**config.mk**
```make
export PLATFORM = sky130hd
export DESIGN_NAME = count_sequence_monitor_flat
export DESIGN_NICKNAME = d
export VERILOG_FILES = /design/src/rtl/cnt_mon_pkg.sv /design/src/rtl/count_sequence_monitor_if.sv /design/src/rtl/bus_stable_sync.sv /design/src/rtl/count_sequence_monitor.sv /design/src/flat_wrapper.sv
export SDC_FILE = /design/constraint.sdc
export NUM_CORES = 1
export LEC_CHECK = 0
export BUFFER_PORTS_ARGS = -buffer_cell sky130_fd_sc_hd__buf_2
export CAP_MARGIN = 10
export CORE_AREA = 2 2 105 107
export CTS_BUF_LIST = sky130_fd_sc_hd__clkbuf_4 sky130_fd_sc_hd__clkbuf_8 sky130_fd_sc_hd__clkbuf_16
export DETAILED_ROUTE_END_ITERATION = 10
export DIE_AREA = 0 0 107 109
export PLACE_DENSITY = 0.57
export SYNTH_ARGS = -nofsm -noshare
export SYNTH_HDL_FRONTEND = slang
export SYNTH_SLANG_ARGS = --single-unit
```
**constraint.sdc**
```tcl
create_clock -name clk -period 7.5 [get_ports clk]
set_clock_uncertainty 0.05 [all_clocks]
set_input_delay 0.375 -clock clk [delete_from_list [all_inputs] [get_ports clk]]
set_output_delay 0.375 -clock clk [all_outputs]
set_load 0.01 [all_outputs]
```
**src/rtl/cnt_mon_pkg.sv**
```systemverilog
// Shared definitions for the count sequence monitor: FSM encoding and the
// error counter width and saturation value.
package cnt_mon_pkg;

  typedef enum logic [1:0] {
    ACQUIRE = 2'd0,
    TRACK   = 2'd1,
    STALLED = 2'd2
  } mon_state_e;

  localparam int ERR_CNT_W = 8;
  localparam logic [ERR_CNT_W-1:0] ERR_CNT_MAX = '1;

endpackage

```
**src/rtl/count_sequence_monitor_if.sv**
```systemverilog
// Bus between the monitored count source / status consumers and the monitor.
// The slave modport is the monitor's view.
interface count_sequence_monitor_if
  import cnt_mon_pkg::*;
#(
  parameter int WIDTH    = 3,
  parameter int PERIOD_W = 24
);

  logic [WIDTH-1:0]     count_in;
  logic                 clear_err;
  logic [WIDTH-1:0]     value;
  logic                 step_valid;
  logic                 step_ok;
  logic                 wrap;
  logic [PERIOD_W-1:0]  period;
  logic                 stall;
  logic                 err_sticky;
  logic [ERR_CNT_W-1:0] err_count;

  modport master (
    output count_in, clear_err,
    input  value, step_valid, step_ok, wrap, period, stall, err_sticky, err_count
  );

  modport slave (
    input  count_in, clear_err,
    output value, step_valid, step_ok, wrap, period, stall, err_sticky, err_count
  );

endinterface

```
**src/rtl/bus_stable_sync.sv**
```systemverilog
// Multi-flop synchroniser plus stability filter for a slow asynchronous bus.
// stable_o is high while the synced bus has held cand_o for STABLE_CYCLES samples.
module bus_stable_sync #(
  parameter int WIDTH         = 3,
  parameter int SYNC_STAGES   = 2,
  parameter int STABLE_CYCLES = 4
) (
  input  logic             clk,
  input  logic             rst_n,
  input  logic [WIDTH-1:0] bus_i,
  output logic [WIDTH-1:0] cand_o,
  output logic             stable_o
);

  localparam int CNT_W = $clog2(STABLE_CYCLES + 1);
  localparam logic [CNT_W-1:0] CNT_MAX = CNT_W'(STABLE_CYCLES);

  logic [SYNC_STAGES*WIDTH-1:0] sync_q;
  logic [SYNC_STAGES-1:0]       vld_q;
  logic [WIDTH-1:0]             synced;
  logic [WIDTH-1:0]             cand_q;
  logic [CNT_W-1:0]             cnt_q;
  logic [CNT_W-1:0]             cnt_d;

  assign synced = sync_q[SYNC_STAGES*WIDTH-1 -: WIDTH];

  // vld_q tracks chain fill after reset so the reset zeros are never accepted.
  always_ff @(posedge clk or negedge rst_n) begin
    if (!rst_n) begin
      sync_q <= '0;
      vld_q  <= '0;
      cand_q <= '0;
      cnt_q  <= '0;
    end else begin
      sync_q <= {sync_q[(SYNC_STAGES-1)*WIDTH-1:0], bus_i};
      vld_q  <= {vld_q[SYNC_STAGES-2:0], 1'b1};
      cand_q <= synced;
      cnt_q  <= cnt_d;
    end
  end

  // cnt_d is the run length of equal samples including the current one.
  always_comb begin
    cnt_d = cnt_q;
    if (!vld_q[SYNC_STAGES-1]) begin
      cnt_d = '0;
    end else if (synced != cand_q) begin
      cnt_d = CNT_W'(1);
    end else if (cnt_q != CNT_MAX) begin
      cnt_d = cnt_q + CNT_W'(1);
    end
  end

  assign cand_o   = synced;
  assign stable_o = (cnt_d == CNT_MAX);

endmodule

```
**src/rtl/count_sequence_monitor.sv**
```systemverilog
// Checks that a slow-domain count bus advances by +1 mod 2^WIDTH, measures the
// step period and flags stalls and bad steps.
module count_sequence_monitor
  import cnt_mon_pkg::*;
#(
  parameter int WIDTH         = 3,
  parameter int SYNC_STAGES   = 2,
  parameter int STABLE_CYCLES = 4,
  parameter int TIMEOUT       = 8000000,
  parameter int PERIOD_W      = 24
) (
  input  logic                    clk,
  input  logic                    rst_n,
  count_sequence_monitor_if.slave mon
);

  localparam logic [PERIOD_W-1:0] TIMEOUT_P = PERIOD_W'(TIMEOUT);
  localparam logic [WIDTH-1:0]    ALL_ONES  = '1;

  mon_state_e           state_q, state_d;
  logic [WIDTH-1:0]     value_q, value_d;
  logic                 step_valid_q, step_valid_d;
  logic                 step_ok_q, step_ok_d;
  logic                 wrap_q, wrap_d;
  logic [PERIOD_W-1:0]  period_q, period_d;
  logic [PERIOD_W-1:0]  timer_q, timer_d;
  logic                 stall_q, stall_d;
  logic                 err_sticky_q, err_sticky_d;
  logic [ERR_CNT_W-1:0] err_cnt_q, err_cnt_d;

  logic [WIDTH-1:0]    cand;
  logic                stable;
  logic                accept;
  logic                bad_step;
  logic [WIDTH-1:0]    value_inc;
  logic [PERIOD_W-1:0] timer_inc;

  bus_stable_sync #(
    .WIDTH        (WIDTH),
    .SYNC_STAGES  (SYNC_STAGES),
    .STABLE_CYCLES(STABLE_CYCLES)
  ) u_sync (
    .clk     (clk),
    .rst_n   (rst_n),
    .bus_i   (mon.count_in),
    .cand_o  (cand),
    .stable_o(stable)
  );

  assign value_inc = value_q + WIDTH'(1);
  assign timer_inc = (timer_q == TIMEOUT_P) ? timer_q : timer_q + PERIOD_W'(1);
  assign accept    = stable && ((state_q == ACQUIRE) || (cand != value_q));

  always_ff @(posedge clk or negedge rst_n) begin
    if (!rst_n) begin
      state_q      <= ACQUIRE;
      value_q      <= '0;
      step_valid_q <= 1'b0;
      step_ok_q    <= 1'b0;
      wrap_q       <= 1'b0;
      period_q     <= '0;
      timer_q      <= '0;
      stall_q      <= 1'b0;
      err_sticky_q <= 1'b0;
      err_cnt_q    <= '0;
    end else begin
      state_q      <= state_d;
      value_q      <= value_d;
      step_valid_q <= step_valid_d;
      step_ok_q    <= step_ok_d;
      wrap_q       <= wrap_d;
      period_q     <= period_d;
      timer_q      <= timer_d;
      stall_q      <= stall_d;
      err_sticky_q <= err_sticky_d;
      err_cnt_q    <= err_cnt_d;
    end
  end

  always_comb begin
    state_d      = state_q;
    value_d      = value_q;
    step_valid_d = 1'b0;
    step_ok_d    = 1'b0;
    wrap_d       = 1'b0;
    period_d     = period_q;
    timer_d      = timer_q;
    stall_d      = stall_q;
    err_sticky_d = err_sticky_q;
    err_cnt_d    = err_cnt_q;
    bad_step     = 1'b0;

    case (state_q)
      ACQUIRE: begin
        if (accept) begin
          timer_d = '0;
          state_d = TRACK;
        end
      end
      TRACK: begin
        if (accept) begin
          period_d = timer_q + PERIOD_W'(1);
          timer_d  = '0;
        end else begin
          timer_d = timer_inc;
          if (timer_inc == TIMEOUT_P) begin
            stall_d = 1'b1;
            state_d = STALLED;
          end
        end
      end
      STALLED: begin
        // The gap ran past TIMEOUT, so the measured period is meaningless.
        if (accept) begin
          period_d = '0;
          timer_d  = '0;
          stall_d  = 1'b0;
          state_d  = TRACK;
        end
      end
      default: state_d = ACQUIRE;
    endcase

    if (accept) begin
      value_d = cand;
      if (state_q != ACQUIRE) begin
        step_valid_d = 1'b1;
        step_ok_d    = (cand == value_inc);
        wrap_d       = (value_q == ALL_ONES) && (cand == '0);
        bad_step     = (cand != value_inc);
      end
    end

    // A clear coincident with a bad step wins.
    if (mon.clear_err) begin
      err_sticky_d = 1'b0;
      err_cnt_d    = '0;
    end else if (bad_step) begin
      err_sticky_d = 1'b1;
      if (err_cnt_q != ERR_CNT_MAX) begin
        err_cnt_d = err_cnt_q + ERR_CNT_W'(1);
      end
    end
  end

  assign mon.value      = value_q;
  assign mon.step_valid = step_valid_q;
  assign mon.step_ok    = step_ok_q;
  assign mon.wrap       = wrap_q;
  assign mon.period     = period_q;
  assign mon.stall      = stall_q;
  assign mon.err_sticky = err_sticky_q;
  assign mon.err_count  = err_cnt_q;

endmodule

```
**src/flat_wrapper.sv**
```systemverilog
// flat-port wrapper written by rule: the top's interface ports become plain ports
module count_sequence_monitor_flat import cnt_mon_pkg::*;
#(
  parameter int WIDTH         = 3,
  parameter int SYNC_STAGES   = 2,
  parameter int STABLE_CYCLES = 4,
  parameter int TIMEOUT       = 8000000,
  parameter int PERIOD_W      = 24
)
  (clk, rst_n, mon_count_in, mon_clear_err, mon_value, mon_step_valid, mon_step_ok, mon_wrap, mon_period, mon_stall, mon_err_sticky, mon_err_count);
  count_sequence_monitor_if #(.WIDTH(WIDTH), .PERIOD_W(PERIOD_W)) mon_i ();
  input  logic clk;
  input  logic rst_n;
  input wire logic [$bits(mon_i.count_in)-1:0] mon_count_in;
  input wire logic [$bits(mon_i.clear_err)-1:0] mon_clear_err;
  output wire logic [$bits(mon_i.value)-1:0] mon_value;
  output wire logic [$bits(mon_i.step_valid)-1:0] mon_step_valid;
  output wire logic [$bits(mon_i.step_ok)-1:0] mon_step_ok;
  output wire logic [$bits(mon_i.wrap)-1:0] mon_wrap;
  output wire logic [$bits(mon_i.period)-1:0] mon_period;
  output wire logic [$bits(mon_i.stall)-1:0] mon_stall;
  output wire logic [$bits(mon_i.err_sticky)-1:0] mon_err_sticky;
  output wire logic [$bits(mon_i.err_count)-1:0] mon_err_count;
  assign mon_i.count_in = mon_count_in;
  assign mon_i.clear_err = mon_clear_err;
  assign mon_value = mon_i.value;
  assign mon_step_valid = mon_i.step_valid;
  assign mon_step_ok = mon_i.step_ok;
  assign mon_wrap = mon_i.wrap;
  assign mon_period = mon_i.period;
  assign mon_stall = mon_i.stall;
  assign mon_err_sticky = mon_i.err_sticky;
  assign mon_err_count = mon_i.err_count;
  count_sequence_monitor #(.WIDTH(WIDTH), .SYNC_STAGES(SYNC_STAGES), .STABLE_CYCLES(STABLE_CYCLES), .TIMEOUT(TIMEOUT), .PERIOD_W(PERIOD_W)) u_core (.clk(clk), .rst_n(rst_n), .mon(mon_i));
endmodule
```
Word level (Yosys, flattened, before mapping):

Index checks and enable logic that the tools add are counted.

* logic and storage cells: 81
* output and inout port bits: 40
* register bits: 80
* input port bits: 6

* reduce and logical (&&, ||, !) cells: 16
* equal/unequal tests: 17
* $add $sub $neg: 4
* muxes and demuxes: 30

Operators by type and width (count)
* 24-bit 2-to-1 mux: 4
* 24-bit one-hot mux with 2 select lines: 2
* 24-bit by 23-bit equality test with 1-bit output, second input constant: 2
* 24-bit by 1-bit adder with 24-bit output, second input constant: 1
* 8-bit 2-to-1 mux: 3
* 1-bit 2-to-1 mux: 13
* 2-bit nonzero test: 5
* 3-bit 2-to-1 mux: 3
* 3-bit != test: 3
* 8-bit by 1-bit adder with 8-bit output, second input constant: 1
* 2-bit by 1-bit != test with 1-bit output, second input constant: 4
* 8-bit != test, second input constant: 1
* 3-bit by 1-bit adder with 3-bit output, second input constant: 2
* 3-bit equality test, second input constant: 2
* 2-bit 2-to-1 mux: 3
* 3-bit AND reduction: 2
* 2-bit one-hot mux with 2 select lines: 1
* 2-bit AND reduction: 2
* 4-bit AND reduction: 1
* 3-bit equality test: 1
* 3-bit zero test: 1
* 3-bit != test, second input constant: 1
* 2-bit by 1-bit equality test with 1-bit output, second input constant: 1
* 2-bit equality test, second input constant: 1
* other kinds (6): 7

Longest topological paths before layout:

* depth in word-level cells: 9
* mapped depth: 11
* mapped depth without buffers: 9

Cells and area by module:

From an unflattened synthesis, not the netlist that was laid out.

* cell total of the unflattened synthesis: 436
* area total of the unflattened synthesis: 4169.0 µm²

Modules (own cells, without submodules)
* count_sequence_monitor: times used 1, cells an instance 400, area each 3666.0 µm², sequential area each 1651.6 µm²
* bus_stable_sync: times used 1, cells an instance 36, area each 503.0 µm², sequential area each 350.3 µm²

Worst setup path after synthesis:

No wires, ideal clock.

* path kind: reg-to-reg
* from: register u_core.timer_q[1]
* to: register u_core.state_q[0]
* stages on the path, launching flop included: 9
* path buffers: 0
* setup slack: 4905 ps
* data required time: 7311 ps
* arrival time: 2406 ps
* setup time: 139 ps
* period minus slack after synthesis: 2595 ps
* path through: dfrtp_1 ha_1 nand3_2 nor4_4 nand4_1 xor2_1 or4b_4 nor4_4 a31oi_1

* longest elaborated chain between the ends: 5
* elaborated cells on any way between the ends: 6
* those cells by class: 1 x add/sub; 3 x eq/ne; 1 x mux; 1 x reduce/logical

RTL lines
* start, declared: RTL line count_sequence_monitor.sv:26 `logic [PERIOD_W-1:0] timer_q, timer_d;`
* start signal, assigned: RTL line count_sequence_monitor.sv:73 `timer_q <= timer_d;`
* 24-bit by 1-bit adder with 24-bit output / 24-bit by 23-bit equality test with 1-bit output (equally long branches): RTL line count_sequence_monitor.sv:51 `assign timer_inc = (timer_q == TIMEOUT_P) ? timer_q : timer_q + PERIOD_W'(1);`
* 24-bit 2-to-1 mux (*): RTL line count_sequence_monitor.sv:51
* 24-bit by 23-bit equality test with 1-bit output (*): RTL line count_sequence_monitor.sv:106 `if (timer_inc == TIMEOUT_P) begin`
* 2-bit by 1-bit != test with 1-bit output (no line) (*)
* 3-bit AND reduction (no line) (*)
* end signal, assigned: RTL line count_sequence_monitor.sv:67 `state_q <= state_d;`
* end, declared: RTL line count_sequence_monitor.sv:20 `mon_state_e state_q, state_d;`

Mark *: on every way between the ends. The rest lies on a longest branch, timed or not.
A chain may end at the register's enable or synchronous reset.

Worst setup path in the final report:

* from: register u_core.state_q[0]
* to: register u_core.timer_q[0]

* longest elaborated chain between the ends: 5
* elaborated cells on any way between the ends: 11
* those cells by class: 3 x eq/ne; 2 x mux; 6 x reduce/logical

RTL lines
* 2-bit zero test: RTL line count_sequence_monitor.sv:52, count_sequence_monitor.sv:93
* 1-bit logical OR: RTL line count_sequence_monitor.sv:52 `assign accept = stable && ((state_q == ACQUIRE) || (cand != value_q));`
* 1-bit logical AND: RTL line count_sequence_monitor.sv:52
* 24-bit 2-to-1 mux / 2-bit by 1-bit != test with 1-bit output (equally long branches)
* 24-bit one-hot mux with 2 select lines / 2-bit AND reduction (equally long branches)

Parallel ways exist; a longest one is shown, timed or not.

==> impl_metrics.env <==
export IMPL_path_class="flip-flop to flip-flop"
export IMPL_rows=38
export IMPL_wl_um=8870
export IMPL_tightest_slew_ns=1.15
export IMPL_cp_top_family="multiplexers"
export IMPL_required_ns=7.71
export IMPL_crit_chain="inv_1 > ha_1 > nor2_1 > mux2i_2 > o21bai_1 > nand2_1 > o31ai_1"
export IMPL_grt_use_met1_pct=21.5
export IMPL_die_height_um=109
export IMPL_grt_pass1_wl_um=15100
export IMPL_grt_start_max_net_pins=81
export IMPL_total_power_uw=842
export IMPL_clk_latency_ns=0.35
export IMPL_dieArea_um2=11700
export IMPL_synth_seq_cells=80
export IMPL_hp_start="mon_count_in[2]"
export IMPL_powerDensity_nw_per_um2=179
export IMPL_antenna_found_initial=0
export IMPL_r2r_start="u_core.state_q[0]$_DFFE_PN0P_"
export IMPL_cts_tree="built"
export IMPL_status="completed"
export IMPL_die_w_um=107
export IMPL_ys_seq_area_share_pct=48.2
export IMPL_wl_per_cell_um=14.9
export IMPL_slowest_delay_ns=0.98
export IMPL_grt_overflow_total=0
export IMPL_synth_compound_area_share_pct=12.7
export IMPL_vias=3119
export IMPL_ys_types=49
export IMPL_viasPerCell=5.22
export IMPL_start_util_pct=39.1
export IMPL_portBuffers=45
export IMPL_postCtsSetupBuffers=0
export IMPL_place_hpwl_um=6010
export IMPL_synthMuxAreaShare_pct=2.02
export IMPL_yosys_warnings=0
export IMPL_mostFrequentLayoutCell="dfrtp_1"
export IMPL_synth_simple_area_share_pct=21.6
export IMPL_critPathCaptureType="flip-flop"
export IMPL_synth_area_per_cell_um2=9.83
export IMPL_slew_headroom_pct=21.5
export IMPL_maxCapViolCount=0
export IMPL_setup_ws_ns=4.30
export IMPL_timing_fmax_mhz=312
export IMPL_top_usage_layer="met2"
export IMPL_worstPathArrival_ns=3.41
export IMPL_area_growth_syn_to_layout_pct=13.1
export IMPL_drc=0
export IMPL_drtAntennaViolNets=0
export IMPL_critical_path_peak_fanout=30
export IMPL_cts_root_buffer="clkbuf_8"
export IMPL_cp_startpoint="u_core.state_q[0]$_DFFE_PN0P_"
export IMPL_cts_num_sinks=80
export IMPL_hold_class="input port to flip-flop"
export IMPL_clkTransAtPathRegs_ns=0.09
export IMPL_finalSetupViolations=0
export IMPL_cts_htree_levels=3
export IMPL_dr_pass1_iters=5
export IMPL_clockBufferDepth=2
export IMPL_cts_resized=0
export IMPL_pre_cts_ws_ns=4.29
export IMPL_drt_iter0_drc=197
export IMPL_p_leak_nw=2.14
export IMPL_use_met2_pct=26.8
export IMPL_setup_tns_ns=0
export IMPL_synth_top_family_by_area="simple AND/OR/NAND/NOR gates"
export IMPL_layout_min_cycle_time_ns=3.20
export IMPL_ir_drop_mv=0.0960
export IMPL_startpoint_type="flip-flop"
export IMPL_grt_pass1_vias=3103
export IMPL_synth_fa_ha_area_share_pct=3.01
export IMPL_period_share_pct=42.7
export IMPL_synthXorXnorAreaFrac_pct=8.23
export IMPL_antenna_cells=0
export IMPL_drive_above_1_share_pct=17.5
export IMPL_nets=468
export IMPL_final_max_slew_viol_count=0
export IMPL_syn_nets=438
export IMPL_grt_usage_pct=16.4
export IMPL_core_area_um2=10600
export IMPL_io_pins=46
export IMPL_ys_flop_type="dfrtp_1"
export IMPL_synthCells=422
export IMPL_gp_congestion=0.869
export IMPL_cts_hold_buf=0
export IMPL_met3_usage_pct=2.87
export IMPL_finalHoldViolCount=0
export IMPL_synthesis_area_um2=4150
export IMPL_synthArstFlopShare_pct=100
export IMPL_synth_edff_count=0
export IMPL_mostFrequentLayoutCells="dfrtp_1, nand2_1, buf_2"
export IMPL_numCtsBuffers=9
export IMPL_path_buf_inv=1
export IMPL_rsz0062_at_grt="false"
export IMPL_cpMaxStageDelayCell="mux2i_2"
-- worst paths after layout --
| kind | end | slack [ns] | cells after the start |
|---|---|---|---|
| worst max-delay path | u_core.timer_q[0]$_DFFE_PN0P_ | 4.30 | 7 |
| worst min-delay path | u_core.u_sync.sync_q[2]$_DFF_PN0_ | 0.07 | 1 |
| worst max register to register | u_core.timer_q[0]$_DFFE_PN0P_ | 4.30 | 7 |
| worst min register to register | u_core.u_sync.vld_q[1]$_DFF_PN0_ | 0.31 | 0 |
| max in group asynchronous | u_core.timer_q[4]$_DFFE_PN0P_ | 6.62 | 1 |
| min in group asynchronous | u_core.mon.period[21]$_DFFE_PN0P_ | 0.13 | 1 |
-- layer usage --
layer | wire (µm) | vias to the layer above
met5 | 0 | -
met4 | 193 | 0
met3 | 297 | 14
met2 | 4270 | 52
met1 | 4110 | 1508
li1 | - | 1545
-- power by group --
part	leakage (nW)	switching [mW]	internal, mW
clock	0.117	0.178	0.194
sequential	1.09	0.00475	0.437
combinational	0.933	0.0190	0.00883
total	2.14	0.202	0.640
-- cells by family after synthesis --
kind of cell               after synthesis
xor gates and xnor gates                39
other                                    1
AOI/OAI and AO/OA                       82
muxes                                    8
and+or+nand+nor                        163
DFF                                     80
buffers and inverters                   39
adders and majority gates               10
-- worst register-to-register path: cells and delay by family (launching register included) --
family / cells / cell delay (ns)
muxes: 1 / 0.98
adders and majority gates: 1 / 0.85
DFF: 1 / 0.41
and+or+nand+nor: 2 / 0.38
AOI/OAI and AO/OA: 2 / 0.35
buffers and inverters: 1 / 0.09
-- area by class of cell --
class	count	area [µm²]
flip-flops and latches	80	2000
repair buffers	48	250
clock inverters	7	106
inverters	10	37.5
clock buffers	9	124
multi-input cells	303	2000
well taps	140	175
fillers	1044	5910
-- metrics by stage --
stage / hold slack, ns / utilization [%] / area [µm²] / std cells
after floorplan: 0.0294 / - / 4150 / 422
after global placement: 0.284 / 42.1 / 4460 / 581
after detailed placement: 0.289 / 42.1 / 4460 / 581
after CTS: 0.0459 / 44.3 / 4690 / 597
after global routing: 0.0364 / 44.3 / 4690 / 597
final: 0.0661 / 44.3 / 4690 / 597
-- sequential cells by signal, summed over array words and instances, names as in the netlist --
name	count
u_core.mon.period	24
u_core.timer_q	24
u_core.mon.err_count	8
u_core.u_sync.sync_q	6
u_core.mon.value	3
u_core.u_sync.cand_q	3
u_core.u_sync.cnt_q	3
u_core.state_q	2
u_core.u_sync.vld_q	2
u_core.mon.err_sticky	1
u_core.mon.stall	1
u_core.mon.step_ok	1
u_core.mon.step_valid	1
u_core.mon.wrap	1
-- Yosys cell counts (3+ instances only) --
| cell | count | area (µm²) |
|---|---|---|
| xnor2_1 | 21 | 184 |
| buf_4 | 4 | 30.0 |
| ha_1 | 10 | 125 |
| nand3_1 | 13 | 65.1 |
| nor2_1 | 34 | 128 |
| xor2_1 | 18 | 158 |
| mux2_2 | 3 | 33.8 |
| o21ai_1 | 13 | 65.1 |
| nor4_4 | 3 | 63.8 |
| nor3_1 | 7 | 35.0 |
| buf_2 | 7 | 35.0 |
| nand3_2 | 3 | 30.0 |
| o21ai_0 | 19 | 95.1 |
| a32o_1 | 3 | 30.0 |
| o31ai_1 | 31 | 233 |
| mux2i_1 | 5 | 50.1 |
| dfrtp_1 | 80 | 2000 |
| a21oi_1 | 7 | 35.0 |
| nand4_1 | 10 | 62.6 |
| nor4_1 | 5 | 31.3 |
| nand3b_1 | 5 | 37.5 |
| nand2_1 | 53 | 199 |
| and2_1 | 4 | 25.0 |
| clkbuf_1 | 17 | 63.8 |
| inv_1 | 8 | 30.0 |
| and3_1 | 9 | 56.3 |
| nand2b_1 | 6 | 37.5 |
No activity file was read; power rests on OpenSTA's default activity.
